## src/rtl/entropy_src_markov_kat_pkg.sv

```systemverilog
// Shared types, LFSR constants and the target clamp helper for the Markov known-answer generator.
// Optional level scrambling is enabled by defining ENTROPY_SRC_MARKOV_KAT_LFSR_EN.
package entropy_src_markov_kat_pkg;

    typedef enum logic [1:0] {
        StIdle  = 2'd0,
        StEmit0 = 2'd1,
        StEmit1 = 2'd2,
        StWrap  = 2'd3
    } markov_kat_state_e;

    localparam int unsigned LfsrWidth = 16;
    // x^16 + x^14 + x^13 + x^11 + 1, right-shifting form: feedback from bits 0, 2, 3 and 5
    localparam logic [LfsrWidth-1:0] LfsrTaps = 16'h002D;

    localparam int unsigned ClampWidth = 32;

    function automatic logic [ClampWidth-1:0] clamp_min(input logic [ClampWidth-1:0] a,
                                                        input logic [ClampWidth-1:0] b);
        return (a < b) ? a : b;
    endfunction

endpackage

```

## src/rtl/entropy_src_markov_kat_lane.sv

```systemverilog
// One RNG lane: holds its clamped toggling-pair target and forms the lane's sample bit.
module entropy_src_markov_kat_lane
    import entropy_src_markov_kat_pkg::*;
#(
    parameter int unsigned RegWidth = 16
) (
    input  logic                clk_i,
    input  logic                rst_i,
    input  logic                load_i,
    input  logic [RegWidth-1:0] tgt_i,
    input  markov_kat_state_e   state_i,
    input  logic [RegWidth-1:0] pairIdx_i,
    input  logic                base_i,
    output logic                bit_o
);

    logic [RegWidth-1:0] tgt_q;

    always_ff @(posedge clk_i) begin
        if (rst_i) begin
            tgt_q <= '0;
        end else if (load_i) begin
            tgt_q <= tgt_i;
        end
    end

    // Only the second sample of the first tgt pairs in a window flips away from the base level
    always_comb begin
        bit_o = 1'b0;
        case (state_i)
            StEmit0: bit_o = base_i;
            StEmit1: bit_o = (pairIdx_i < tgt_q) ? ~base_i : base_i;
            default: bit_o = 1'b0;
        endcase
    end

endmodule

```

## src/rtl/entropy_src_markov_kat_gen.sv

```systemverilog
// Known-answer entropy stream generator for the Markov health test, with expected max/min/sum outputs.
// Defining ENTROPY_SRC_MARKOV_KAT_LFSR_EN scrambles the per-pair base levels with a 16-bit LFSR.
module entropy_src_markov_kat_gen
    import entropy_src_markov_kat_pkg::*;
#(
    parameter int unsigned RegWidth    = 16,
    parameter int unsigned RngBusWidth = 4
`ifdef ENTROPY_SRC_MARKOV_KAT_LFSR_EN
    ,
    parameter logic [LfsrWidth-1:0] LfsrSeed = 16'hACE1
`endif
) (
    input  logic                            clk_i,
    input  logic                            rst_i,
    input  logic                            start_i,
    input  logic                            abort_i,
    input  logic [RegWidth-1:0]             window_pairs_i,
    input  logic [7:0]                      num_windows_i,
    input  logic [RngBusWidth*RegWidth-1:0] target_pairs_i,
    output logic [RngBusWidth-1:0]          entropy_bit_o,
    output logic                            entropy_bit_vld_o,
    input  logic                            entropy_bit_rdy_i,
    output logic                            window_wrap_pulse_o,
    output logic                            busy_o,
    output logic                            done_pulse_o,
    output logic [RegWidth-1:0]             exp_max_o,
    output logic [RegWidth-1:0]             exp_min_o,
    output logic [RegWidth-1:0]             exp_sum_o
);

    localparam logic [RegWidth-1:0] RegOne = RegWidth'(1);
    localparam logic [7:0]          WinOne = 8'd1;

    markov_kat_state_e   state_q, state_d;
    logic [RegWidth-1:0] pairIdx_q, pairIdx_d;
    logic [7:0]          winIdx_q, winIdx_d;
    logic [RegWidth-1:0] windowPairs_q, windowPairs_d;
    logic [7:0]          numWindows_q, numWindows_d;
    logic                donePulse_q, donePulse_d;
    logic [RegWidth-1:0] expMax_q, expMin_q, expSum_q;
    logic [RegWidth-1:0] redMax, redMin, redSum;
    logic [RegWidth-1:0] tgtClamped [RngBusWidth];
    logic [RngBusWidth-1:0] base;
    logic                loadTgt;

    always_comb begin
        redMax = '0;
        redMin = '1;
        redSum = '0;
        for (int l = 0; l < RngBusWidth; l++) begin
            tgtClamped[l] = RegWidth'(clamp_min(ClampWidth'(target_pairs_i[l*RegWidth +: RegWidth]),
                                                ClampWidth'(window_pairs_i)));
            if (tgtClamped[l] > redMax) redMax = tgtClamped[l];
            if (tgtClamped[l] < redMin) redMin = tgtClamped[l];
            redSum = redSum + tgtClamped[l];
        end
    end

    always_comb begin
        state_d       = state_q;
        pairIdx_d     = pairIdx_q;
        winIdx_d      = winIdx_q;
        windowPairs_d = windowPairs_q;
        numWindows_d  = numWindows_q;
        donePulse_d   = 1'b0;
        loadTgt       = 1'b0;
        case (state_q)
            StIdle: begin
                if (start_i) begin
                    if (window_pairs_i != '0 && num_windows_i != '0) begin
                        state_d       = StEmit0;
                        windowPairs_d = window_pairs_i;
                        numWindows_d  = num_windows_i;
                        pairIdx_d     = '0;
                        winIdx_d      = '0;
                        loadTgt       = 1'b1;
                    end else begin
                        donePulse_d = 1'b1;
                    end
                end
            end
            StEmit0: begin
                if (entropy_bit_rdy_i) state_d = StEmit1;
            end
            StEmit1: begin
                if (entropy_bit_rdy_i) begin
                    if (pairIdx_q == windowPairs_q - RegOne) begin
                        state_d   = StWrap;
                        pairIdx_d = '0;
                    end else begin
                        state_d   = StEmit0;
                        pairIdx_d = pairIdx_q + RegOne;
                    end
                end
            end
            StWrap: begin
                pairIdx_d = '0;
                if (winIdx_q == numWindows_q - WinOne) begin
                    state_d     = StIdle;
                    winIdx_d    = '0;
                    donePulse_d = 1'b1;
                end else begin
                    state_d  = StEmit0;
                    winIdx_d = winIdx_q + WinOne;
                end
            end
            default: state_d = StIdle;
        endcase
        if (abort_i) begin
            state_d     = StIdle;
            pairIdx_d   = '0;
            winIdx_d    = '0;
            donePulse_d = 1'b0;
            loadTgt     = 1'b0;
        end
    end

    always_ff @(posedge clk_i) begin
        if (rst_i) begin
            state_q       <= StIdle;
            pairIdx_q     <= '0;
            winIdx_q      <= '0;
            windowPairs_q <= '0;
            numWindows_q  <= '0;
            donePulse_q   <= 1'b0;
            expMax_q      <= '0;
            expMin_q      <= '0;
            expSum_q      <= '0;
        end else begin
            state_q       <= state_d;
            pairIdx_q     <= pairIdx_d;
            winIdx_q      <= winIdx_d;
            windowPairs_q <= windowPairs_d;
            numWindows_q  <= numWindows_d;
            donePulse_q   <= donePulse_d;
            if (loadTgt) begin
                expMax_q <= redMax;
                expMin_q <= redMin;
                expSum_q <= redSum;
            end
        end
    end

`ifdef ENTROPY_SRC_MARKOV_KAT_LFSR_EN
    logic [LfsrWidth-1:0] lfsr_q, lfsr_d;

    // Steps once per completed pair so both samples of a pair share one base level
    always_comb begin
        lfsr_d = lfsr_q;
        if (state_q == StEmit1 && entropy_bit_rdy_i) begin
            lfsr_d = {^(lfsr_q & LfsrTaps), lfsr_q[LfsrWidth-1:1]};
        end
    end

    always_ff @(posedge clk_i) begin
        if (rst_i) begin
            lfsr_q <= LfsrSeed;
        end else begin
            lfsr_q <= lfsr_d;
        end
    end

    assign base = lfsr_q[RngBusWidth-1:0];
`else
    assign base = '0;
`endif

    for (genvar l = 0; l < RngBusWidth; l++) begin : gen_lane
        entropy_src_markov_kat_lane #(
            .RegWidth(RegWidth)
        ) u_lane (
            .clk_i    (clk_i),
            .rst_i    (rst_i),
            .load_i   (loadTgt),
            .tgt_i    (tgtClamped[l]),
            .state_i  (state_q),
            .pairIdx_i(pairIdx_q),
            .base_i   (base[l]),
            .bit_o    (entropy_bit_o[l])
        );
    end

    assign entropy_bit_vld_o   = (state_q == StEmit0) || (state_q == StEmit1);
    assign window_wrap_pulse_o = (state_q == StWrap);
    assign busy_o              = (state_q != StIdle);
    assign done_pulse_o        = donePulse_q;
    assign exp_max_o           = expMax_q;
    assign exp_min_o           = expMin_q;
    assign exp_sum_o           = expSum_q;

endmodule
```

## config.mk

```make
export PLATFORM = sky130hd
export DESIGN_NAME = entropy_src_markov_kat_gen
export DESIGN_NICKNAME = d
export VERILOG_FILES = /design/src/rtl/entropy_src_markov_kat_pkg.sv /design/src/rtl/entropy_src_markov_kat_lane.sv /design/src/rtl/entropy_src_markov_kat_gen.sv
export SDC_FILE = /design/constraint.sdc
export NUM_CORES = 1
export LEC_CHECK = 0
export ABC_AREA = 1
export BUFFER_PORTS_ARGS = -buffer_cell sky130_fd_sc_hd__clkbuf_2
export CAP_MARGIN = 20
export CORE_ASPECT_RATIO = 1.1
export CORE_MARGIN = 8
export CORE_UTILIZATION = 45
export CTS_BUF_LIST = sky130_fd_sc_hd__clkbuf_8
export CTS_CLUSTER_DIAMETER = 80
export DETAILED_ROUTE_END_ITERATION = 10
export GPL_TIMING_DRIVEN = 0
export SYNTH_ARGS = -nofsm -noshare
export SYNTH_HDL_FRONTEND = slang
export SYNTH_SLANG_ARGS = --single-unit
```

## constraint.sdc

```tcl
create_clock -name clk_i -period 19.4 [get_ports clk_i]
set_clock_uncertainty 0.05 [all_clocks]
set_input_delay 3.88 -clock clk_i [delete_from_list [all_inputs] [get_ports clk_i]]
set_output_delay 3.88 -clock clk_i [all_outputs]
set_load 0.005 [all_outputs]
```

### After elaboration in Yosys (flattened, before gate mapping)

Index checks and enable logic that the tools add are counted.
Widths: inputs -> output; s select.

* muxes and demuxes: 44
* add/sub/neg operators: 7
* magnitude comparators: 16
* reductions and logical operators: 13
* equality and inequality tests: 9

Operator list (number)
* $mux 16: 16
* $lt 16x16->1: 11
* $add 16x16->16: 3
* $gt 16x16->1: 3
* $pmux 16 s3: 1
* $mux 8: 3
* $add 16x1->16 const B: 1
* $eq 16x16->1: 1
* $gt 16x1->1 const B: 1
* $lt 16x16->1 const B: 1
* $mux 1: 16
* $pmux 8 s2: 1
* $reduce_bool 16->1: 1
* $sub 16x1->16 const B: 1
* $mux 2: 5
* $add 8x1->8 const B: 1
* $eq 8x8->1: 1
* $ne 2x2->1 const B: 4
* $pmux 2 s4: 1
* $reduce_and 4->1: 2
* $reduce_bool 8->1: 1
* $sub 8x1->8 const B: 1
* $reduce_and 3->1: 2
* $eq 2x2->1 const B: 2
* other kinds (8): 9

* register bits after elaboration: 163
* logic and storage cells: 102
* output and inout port bits: 56

### Depth between registers and ports, before layout

Gate-level depths: netlist (run 1).

* depth in word-level cells: 10
* gate-level depth with buffers: 51
* mapped depth without buffers: 47

### By module

A second synthesis (run 1) with hierarchy kept.

* cell total of the unflattened synthesis: 2077
* area total of the unflattened synthesis: 14770.4 µm²

By module, submodules not included
* entropy_src_markov_kat_gen: cells an instance 1555, instances 1, area an instance 10764.1 µm², seq. area each 1981.9 µm²
* entropy_src_markov_kat_lane at gen_lane[1].u_lane ...: cells an instance 130, instances 3, area an instance 998.5 µm², seq. area each 320.3 µm²
* entropy_src_markov_kat_lane at gen_lane[0].u_lane: cells an instance 132, instances 1, area an instance 1011.0 µm², seq. area each 320.3 µm²

### Worst setup path after synthesis (run 1)

Ideal clock, no wire load.

* path kind: input -> register
* from: input window_pairs_i[15]
* to: register expMin_q[15] (netlist: exp_min_o[15])
* path slack: 9.218 ns
* required time: 19.214 ns
* cell stages on the path: 37
* path buffers: 6
* library setup time: 0.136 ns
* arrival time: 9.996 ns
* cells stage by stage: inv_1 ha_1 nand2_1 nor4_1 nand2_1 nand2_2 clkbuf_1 buf_1 a21oi_1 ha_1 nand2_1 inv_1 nand3_1 a31oi_1 a2111oi_0 nand2_2 clkbuf_1 nand2_1 o21ai_0 ha_1 a21oi_1 nor2_1 a211oi_1 o221a_2 nand2_2 clkbuf_1 o21ai_0 ha_1 a21oi_1 nor2_1 a211oi_1 o221a_2 buf_2 clkbuf_1 nand3_1 nand3_2 a21oi_2

* elaborated cells on any way between the ends: 22
* those cells by class: order compare (8); mux (12); reduce/logical (2)

RTL lines
* start: declaration: RTL line entropy_src_markov_kat_gen.sv:17 `input logic [RegWidth-1:0] window_pairs_i,`
* $lt 16x16->1 *: RTL line entropy_src_markov_kat_pkg.sv:20 `return (a < b) ? a : b;`
* $mux 16 *: RTL line entropy_src_markov_kat_pkg.sv:20
* via gen_lane[1].u_lane.tgt_i[11]: RTL line entropy_src_markov_kat_lane.sv:10 `input logic [RegWidth-1:0] tgt_i,`
* $lt 16x16->1: RTL line entropy_src_markov_kat_gen.sv:54 `if (tgtClamped[l] < redMin) redMin = tgtClamped[l];`
* $mux 16 *: RTL line entropy_src_markov_kat_gen.sv:54
* $lt 16x16->1: RTL line entropy_src_markov_kat_gen.sv:54
* $mux 16 *: RTL line entropy_src_markov_kat_gen.sv:54
* $lt 16x16->1: RTL line entropy_src_markov_kat_gen.sv:54
* $mux 16 *: RTL line entropy_src_markov_kat_gen.sv:54
* end signal: assignment: RTL line entropy_src_markov_kat_gen.sv:138 `expMin_q <= redMin;`
* end: declaration: RTL line entropy_src_markov_kat_gen.sv:40 `logic [RegWidth-1:0] expMax_q, expMin_q, expSum_q;`

The timed path passes the listed nets; every way through them passes the cells marked *.
A chain may end at the register's enable or synchronous reset.

### Final worst setup path (run 1)

* from: input window_pairs_i[9]
* to: register expMax_q[5] (netlist: exp_max_o[5])

* elaborated cells on any way between the ends: 22
* those cells by class: order compare (8); mux (12); reduce/logical (2)

RTL lines
* $lt 16x16->1 *: RTL line entropy_src_markov_kat_pkg.sv:20
* $mux 16 *: RTL line entropy_src_markov_kat_pkg.sv:20
* via gen_lane[1].u_lane.tgt_i[11]: RTL line entropy_src_markov_kat_lane.sv:10
* $gt 16x16->1: RTL line entropy_src_markov_kat_gen.sv:53 `if (tgtClamped[l] > redMax) redMax = tgtClamped[l];`
* $mux 16 *: RTL line entropy_src_markov_kat_gen.sv:53
* $gt 16x16->1: RTL line entropy_src_markov_kat_gen.sv:53
* $mux 16 *: RTL line entropy_src_markov_kat_gen.sv:53
* $gt 16x16->1: RTL line entropy_src_markov_kat_gen.sv:53
* $mux 16 *: RTL line entropy_src_markov_kat_gen.sv:53
* end signal: assignment: RTL line entropy_src_markov_kat_gen.sv:137 `expMax_q <= redMax;`
* end: declaration: RTL line entropy_src_markov_kat_gen.sv:40

Marked as above.

==> insert_results.sql, run 1 <==
INSERT INTO impl_metrics (metric_group, metric, value, unit) VALUES
('status', 'status', 'finished clean', ''),
('power_and_ir_drop', 'leakage', '7.864', 'nW'),
('die', 'die_h', '205.0', 'um'),
('power_and_ir_drop', 'p_sw', '0.7673', 'mW'),
('clock_tree', 'clock-sinks', '163', ''),
('placement', 'globalplace.congestion', '0.9668', ''),
('power_and_ir_drop', 'pwr-share-clk', '0.173', ''),
('power_and_ir_drop', 'share_comb_of_total_power', '0.584', ''),
('power_and_ir_drop', 'power.ir.vdd_worst', '86.42', 'uV'),
('sta', 'finalCritPeriodShare', '0.6087', ''),
('synthesis', 'post-synth-top-area-cell', 'sky130_fd_sc_hd__dfxtp_1', ''),
('clock_tree', 'worstSkewPairLatency', '0.52', 'ns'),
('job', 'max_cap_viol_count', '0', ''),
('setup_path', 'worst_setup_path_end_kind', 'register', ''),
('clock_tree', 'clockRootBuffer', 'sky130_fd_sc_hd__clkbuf_8', ''),
('drt', 'routed_wl', '51.30', 'mm'),
('synthesis', 'net_count_of_the_mapped_netlist', '2400', ''),
('sta', 'setup-tns-final', '0', 'ns'),
('synthesis', 'postSynthRegisterBits', '163', ''),
('global_route', 'grt_pass1_wl', '79.40', 'mm'),
('setup_path', 'critical-path-max-stage-delay', '0.93', 'ns'),
('synthesis', 'yosys.cell_count.top_type', 'sky130_fd_sc_hd__nand2_1', ''),
('sta', 'maxClockFrequency', '0.08468', 'GHz'),
('die', 'placementRows', '69', ''),
('synthesis', 'yosys.area.top_type_share', '0.2232', ''),
('sta', 'grt_setup_unrepaired', 'no', ''),
('synthesis', 'synth_area', '14620', 'sq um'),
('drt', 'detail_route.first_pass.iterations', '5', ''),
('placement', 'placement.io_buffers', '148', ''),
('power_and_ir_drop', 'cellInternalPower', '0.8253', 'mW'),
('die', 'core-area', '32120', 'sq um'),
('synthesis', 'async_flop_share', '0', ''),
('drt', 'route.antenna.remaining_nets', '0', ''),
('placement', 'post_dp_cell_area', '15920', 'sq um'),
('setup_path', 'critical-path-slowest-cell', 'sky130_fd_sc_hd__a21oi_1', ''),
('clock_tree', 'clockBufferDepth', '2', ''),
('drt', 'via_per_instance_ratio', '5.493', ''),
('synthesis', 'top_cells_by_area_synth', 'sky130_fd_sc_hd__dfxtp_1 (22%), sky130_fd_sc_hd__ha_1 (20%), sky130_fd_sc_hd__nand2_1 (8.9%), sky130_fd_sc_hd__a21oi_1 (8.8%), sky130_fd_sc_hd__o21ai_0 (7.5%)', ''),
('drt', 'detailedRoute.firstIterationViolations', '992', ''),
('die', 'start_util', '0.4552', ''),
('drt', 'via_count', '14580', ''),
('clock_tree', 'cts_resized', '0', ''),
('sta', 'relative_slew_margins', '0.1816', ''),
('power_and_ir_drop', 'power_per_cell_area', '97.44', 'nW/um^2'),
('synthesis', 'synth-seq-area-share', '0.2232', ''),
('synthesis', 'synth_edf_count', '0', ''),
('setup_path', 'reg_to_reg_start', 'state_q[1]$_SDFFE_PP0P_', ''),
('global_route', 'grt_overflow_total', '0', ''),
('drt', 'post_drt_wl_per_cell', '19.33', 'um'),
('cells_and_area', 'fin_area', '16340', 'sq um'),
('clock_tree', 'tritoncts', 'built', ''),
('sta', 'timing_worst_slew_pin_value', '1.228', 'ns'),
('global_route', 'global_route.usage.total', '0.2665', ''),
('sta', 'finalWorstSetupSlack', '7.591', 'ns'),
('synthesis', 'synthCells', '2041', ''),
('clock_tree', 'cts.hold.buffers_added', '0', ''),
('setup_path', 'worst_setup_path_startpoint', 'window_pairs_i[9]', ''),
('sta', 'min_period', '11.81', 'ns'),
('sta', 'setup_violations', '0', ''),
('synthesis', 'synth_flop_cell', 'sky130_fd_sc_hd__dfxtp_1', ''),
('sta', 'timing_max_transition_violations_final', '0', ''),
('synthesis', 'ys_warn_count', '0', ''),
('sta', 'final-hold-violation-count', '0', ''),
('min_path', 'hold_start', 'exp_max_o[7]$_SDFFE_PP0P_', ''),
('power_and_ir_drop', 'switching_share', '0.4818', ''),
('cells_and_area', 'num-nets-final', '2573', ''),
('setup_path', 'critPathArrivalTime', '12.12', 'ns'),
('placement', 'place.detailed.hpwl', '41.22', 'mm'),
('drt', 'drc', '0', ''),
('synthesis', 'synth.top_cells.by_count', 'sky130_fd_sc_hd__nand2_1 (345), sky130_fd_sc_hd__inv_1 (268), sky130_fd_sc_hd__a21oi_1 (257), sky130_fd_sc_hd__ha_1 (236), sky130_fd_sc_hd__o21ai_0 (220)', ''),
('global_route', 'via_count_of_the_first_global_routing_pass', '14290', '');
-- routing by layer --
metal	up-vias	global-route usage	share of wire
met1	6754	0.3234	0.44
met5	-	0	0
li1	7282	-	-
met3	113	0.03779	0.049
met4	0	0.1295	0.046
met2	430	0.4591	0.47
-- kinds of logic (layout without fill, tap and decap cells) --
group,Yosys count,in the layout,synth area share
compound gates,595,595,0.2256
xor+xnor,64,64,0.03835
fa+ha+maj,266,266,0.2431
buf+inv,354,540,0.09304
flops,163,163,0.2232
other cells,0,1,0
simple gates,599,599,0.1767
-- layout make-up --
| type | instances | area (sq um) |
|---|---|---|
| Buffer | 79 | 327.8 |
| Multi-Input combinational cell | 1524 | 9995 |
| Sequential cell | 163 | 3263 |
| Clock inverter | 15 | 171.4 |
| Antenna cell | 1 | 2.502 |
| Timing Repair Buffer | 154 | 785.8 |
| Inverter | 275 | 1032 |
| Clock buffer | 17 | 234.0 |
| Fill cell | 3295 | 15770 |
| Tap cell | 426 | 533.0 |
-- registers in the layout, indices dropped and copies added, names as in the netlist --
name                   count
exp_sum_o                 16
gen_lane.u_lane.tgt_q     64
windowPairs_q             16
numWindows_q               8
state_q                    2
winIdx_q                   8
pairIdx_q                 16
exp_max_o                 16
exp_min_o                 16
done_pulse_o               1
-- power groups by stage --
stage	Combinational [mW]	Clock [mW]	Sequential, mW
3_5_place_dp	0.920	0	0.395
6_report	0.931	0.275	0.387
4_1_cts	0.925	0.280	0.387
3_3_place_gp	0.901	0	0.394
5_1_grt	1.06	0.293	0.392
2_1_floorplan	0.664	0	0.393
-- placed cells by master, fill, tap and decap left out, types with 17 or more instances in the layout --
cell type	count
sky130_fd_sc_hd__clkbuf_1	59
sky130_fd_sc_hd__a211oi_1	18
sky130_fd_sc_hd__clkbuf_2	149
sky130_fd_sc_hd__nand2_1	345
sky130_fd_sc_hd__dfxtp_1	163
sky130_fd_sc_hd__fa_1	30
sky130_fd_sc_hd__nand4_1	28
sky130_fd_sc_hd__clkbuf_8	17
sky130_fd_sc_hd__nand3_1	48
sky130_fd_sc_hd__a21oi_1	257
sky130_fd_sc_hd__o21ai_0	220
sky130_fd_sc_hd__nor3_1	25
sky130_fd_sc_hd__inv_1	269
sky130_fd_sc_hd__ha_1	236
sky130_fd_sc_hd__nand2_2	20
sky130_fd_sc_hd__xor2_1	46
sky130_fd_sc_hd__xnor2_1	18
sky130_fd_sc_hd__o211ai_1	28
sky130_fd_sc_hd__nor2_1	104
-- per-stage QoR --
stage	hold slack [ns]	utilization	total power, mW	instances
CTS	0.4254	0.5084	1.592	2651
global route	0.4346	0.5088	1.743	2653
finish	0.4206	0.5089	1.593	2654
floorplan	0.3979	-	1.058	2041
detailed placement	0.4069	0.4958	1.315	2619
global placement	0.4056	0.4948	1.295	2615
-- worst max-delay path: cells and delay by family --
kind            cells  cell delay, ns
simple gates        9            0.82
buf+inv             9            2.02
fa+ha+maj           4            1.48
compound gates     20            3.90
-- final timing paths --
path / endpoint / slack [ns] / depth (start not counted)
worst max-delay path: exp_max_o[5]$_SDFFE_PP0P_ / 7.59 / 42
worst min-delay path: exp_max_o[7]$_SDFFE_PP0P_ / 0.42 / 2
worst max register to register: gen_lane[2].u_lane.tgt_q[12]$_SDFFE_PP0P_ / 15.73 / 12
worst min register to register: exp_max_o[7]$_SDFFE_PP0P_ / 0.42 / 2
Power figures use the tool's default switching activity.
==> run 2: changes to the inputs <==
--- a/config.mk
+++ b/config.mk
@@ -15,6 +15,7 @@
 export CTS_CLUSTER_DIAMETER = 80
 export DETAILED_ROUTE_END_ITERATION = 10
 export GPL_TIMING_DRIVEN = 0
+export PLACE_DENSITY = 0.66
 export SYNTH_ARGS = -nofsm -noshare
 export SYNTH_HDL_FRONTEND = slang
 export SYNTH_SLANG_ARGS = --single-unit
==> constraint.sdc (replaced) <==
create_clock -name clk_i -period 10.65 [get_ports clk_i]
set_clock_uncertainty 0.05 [all_clocks]
set_input_delay 2.13 -clock clk_i [delete_from_list [all_inputs] [get_ports clk_i]]
set_output_delay 2.13 -clock clk_i [all_outputs]
set_load 0.005 [all_outputs]
==> insert_results.sql, run 2 (same netlist as run 1, synthesis figures left out) <==
INSERT INTO impl_metrics (metric_group, metric, value, unit) VALUES
('cells_and_area', 'largest-register', 'gen_lane.u_lane.tgt_q', ''),
('die', 'placementRows', '69', ''),
('sta', 'setup_violations', '0', ''),
('job', 'max_cap_viol_count', '0', ''),
('clock_tree', 'tritoncts', 'built', ''),
('power_and_ir_drop', 'share_comb_of_total_power', '0.600', ''),
('die', 'die_h', '205.0', 'um'),
('global_route', 'global_route.usage.total', '0.2666', ''),
('placement', 'globalplace.congestion', '0.9720', ''),
('setup_path', 'cp-start-kind', 'primary input', ''),
('sta', 'setup-tns-final', '0', 'ns'),
('die', 'core-area', '32120', 'sq um'),
('placement', 'detailedPlace.worstSlack', '-0.1003', 'ns'),
('placement', 'placement.io_buffers', '148', ''),
('die', 'dieArea', '38510', 'sq um'),
('placement', 'place.detailed.hpwl', '41.64', 'mm'),
('setup_path', 'reg2regPathDepth', '12', ''),
('cells_and_area', 'number_of_flip_flops_in_the_largest_register', '64', ''),
('cells_and_area', 'fin_area', '16360', 'sq um'),
('cells_and_area', 'final_layout_size_suffix_gt1_frac', '0.1181', ''),
('cells_and_area', 'num-nets-final', '2572', ''),
('drt', 'routed_wl', '51.88', 'mm'),
('global_route', 'grt_antenna_before_repair', '3', ''),
('setup_path', 'worst_ep_required_time', '10.95', 'ns'),
('power_and_ir_drop', 'p_sw', '1.412', 'mW'),
('clock_tree', 'clk_pin_slew_worst_paths', '0.09', 'ns'),
('sta', 'finalWorstSetupSlack', '0.6221', 'ns'),
('global_route', 'via_count_of_the_first_global_routing_pass', '14660', ''),
('sta', 'timing_max_transition_violations_final', '0', ''),
('sta', 'relative_slew_margins', '0.1162', ''),
('clock_tree', 'clock-sinks', '163', ''),
('drt', 'highest-signal-layer', 'met4', ''),
('cells_and_area', 'final_cell_mix', 'sky130_fd_sc_hd__nand2_1 (345), sky130_fd_sc_hd__inv_1 (269), sky130_fd_sc_hd__a21oi_1 (247), sky130_fd_sc_hd__ha_1 (236), sky130_fd_sc_hd__o21ai_0 (220)', ''),
('drt', 'via_count', '14950', ''),
('drt', 'via_per_instance_ratio', '5.633', ''),
('clock_tree', 'htree_num_levels', '4', ''),
('power_and_ir_drop', 'cellInternalPower', '1.483', 'mW'),
('setup_path', 'critPathArrivalTime', '10.33', 'ns'),
('global_route', 'grt_pass1_wl', '80.58', 'mm'),
('sta', 'timing_worst_slew_pin_value', '1.326', 'ns'),
('die', 'fp.dieW', '187.8', 'um'),
('setup_path', 'worst_setup_path_startpoint', 'window_pairs_i[13]', ''),
('cells_and_area', 'nFillCells', '3331', ''),
('setup_path', 'critical-path-slowest-cell', 'sky130_fd_sc_hd__o21ai_0', ''),
('sta', 'final-hold-violation-count', '0', ''),
('placement', 'post_dp_cell_area', '15920', 'sq um'),
('setup_path', 'reg_to_reg_start', 'state_q[1]$_SDFFE_PP0P_', ''),
('setup_path', 'r2r_setup_slack', '6.86', 'ns'),
('clock_tree', 'clockRootBuffer', 'sky130_fd_sc_hd__clkbuf_8', ''),
('drt', 'detailedRoute.firstIterationViolations', '1076', ''),
('setup_path', 'worst_setup_path_end_kind', 'register', ''),
('status', 'status', 'finished clean', ''),
('global_route', 'largest_net_degree_at_the_start_of_global_routing', '17', ''),
('power_and_ir_drop', 'power.ir.vdd_worst', '107.9', 'uV'),
('setup_path', 'path_class', 'primary input to register', ''),
('cells_and_area', 'mostFrequentLayoutCell', 'sky130_fd_sc_hd__nand2_1', ''),
('setup_path', 'r2r_end', 'gen_lane[2].u_lane.tgt_q[8]$_SDFFE_PP0P_', ''),
('setup_path', 'crit_path_end', 'exp_min_o[15]$_SDFFE_PP0P_', ''),
('power_and_ir_drop', 'switching_share', '0.4877', ''),
('cells_and_area', 'instances_no_fill', '2654', ''),
('die', 'design.portCount', '149', ''),
('clock_tree', 'cts-buffers-inserted', '17', ''),
('sta', 'maxClockFrequency', '0.09972', 'GHz'),
('sta', 'finalCritPeriodShare', '0.9416', ''),
('setup_path', 'cp_max_fo', '10', ''),
('drt', 'met2WireLength', '23.29', 'mm'),
('drt', 'route.antenna.remaining_nets', '0', ''),
('clock_tree', 'worstSkewPairLatency', '0.48', 'ns'),
('cells_and_area', 'area_growth', '11.92', '%'),
('sta', 'min_period', '10.03', 'ns'),
('clock_tree', 'postCtsSetupRepairBufs', '0', ''),
('power_and_ir_drop', 'pwr-share-clk', '0.156', ''),
('power_and_ir_drop', 'leakage', '7.848', 'nW'),
('power_and_ir_drop', 'seqPwrFrac', '0.244', ''),
('setup_path', 'critical-path-max-stage-delay', '0.93', 'ns'),
('global_route', 'grt_overflow_total', '0', ''),
('placement', 'placed_cells_incl_taps', '2619', ''),
('drt', 'detail_route.first_pass.iterations', '5', ''),
('cells_and_area', 'fraction_of_the_core_area_covered_by_cells_at_the_end_of_the_flow', '0.5094', ''),
('drt', 'post_drt_wl_per_cell', '19.55', 'um'),
('sta', 'fin_worst_hold_slack', '0.4189', 'ns'),
('clock_tree', 'clockBufferDepth', '2', ''),
('power_and_ir_drop', 'post-layout-total-power', '2.895', 'mW'),
('min_path', 'hold_wc_path_type', 'register to register', ''),
('drt', 'met3_wirelength', '3.487', 'mm'),
('die', 'start_util', '0.4552', ''),
('drt', 'met1Wirelength', '22.12', 'mm'),
('drt', 'drc', '0', ''),
('power_and_ir_drop', 'power_per_cell_area', '177.0', 'nW/um^2');
run 2: final cells by class:
class | count | area, sq um | area share
clock buffers | 18 | 247.7 | 0.01514
plain buffers | 79 | 332.8 | 0.02034
well taps | 426 | 533.0 | 0.03258
clock inverters | 14 | 127.6 | 0.007801
repair buffers | 153 | 778.2 | 0.04757
multi-input cells | 1524 | 10040 | 0.6137
flip-flops and latches | 163 | 3263 | 0.1994
inverters | 275 | 1032 | 0.06309
diodes | 2 | 5.005 | 0.0003059
run 2: what timing repair did:
| action | in CTS | in global routing |
|---|---|---|
| resized for setup | 0 | 19 |
| hold buffers | 0 | 0 |
| setup endpoints to repair | 0 | 26 |
run 2: how the worst min path moves through the flow:
stage,start,to,depth (start not counted)
6_report,exp_max_o[11]$_SDFFE_PP0P_,exp_max_o[11]$_SDFFE_PP0P_,2
5_1_grt,exp_max_o[13]$_SDFFE_PP0P_,exp_max_o[13]$_SDFFE_PP0P_,2
4_1_cts,exp_max_o[6]$_SDFFE_PP0P_,exp_max_o[6]$_SDFFE_PP0P_,2
3_5_place_dp,exp_max_o[6]$_SDFFE_PP0P_,exp_max_o[6]$_SDFFE_PP0P_,2
3_3_place_gp,exp_min_o[4]$_SDFFE_PP0P_,exp_min_o[4]$_SDFFE_PP0P_,2
2_1_floorplan,numWindows_q[1]$_SDFFE_PP0P_,numWindows_q[1]$_SDFFE_PP0P_,2
run 2: routing by layer:
layer	vias up	track usage
met1	6931	0.3271
li1	7275	-
met2	583	0.4430
met3	160	0.04392
met5	-	0
met4	0	0.1444
run 2: power by group through the flow:
stage / sequential, mW / clock (mW) / combinational (mW)
2_1_floorplan: 0.716 / 0 / 1.21
3_3_place_gp: 0.718 / 0 / 1.66
3_5_place_dp: 0.719 / 0 / 1.70
4_1_cts: 0.706 / 0.459 / 1.71
5_1_grt: 0.714 / 0.481 / 1.95
6_report: 0.706 / 0.451 / 1.74
run 2: worst max-delay path, delay by kind of cell:
family / cells / cell delay [ns]
buffers and inverters: 8 / 1.80
and+or+nand+nor: 11 / 1.25
AOI/OAI and AO/OA: 14 / 3.67
adders and majority gates: 4 / 1.46
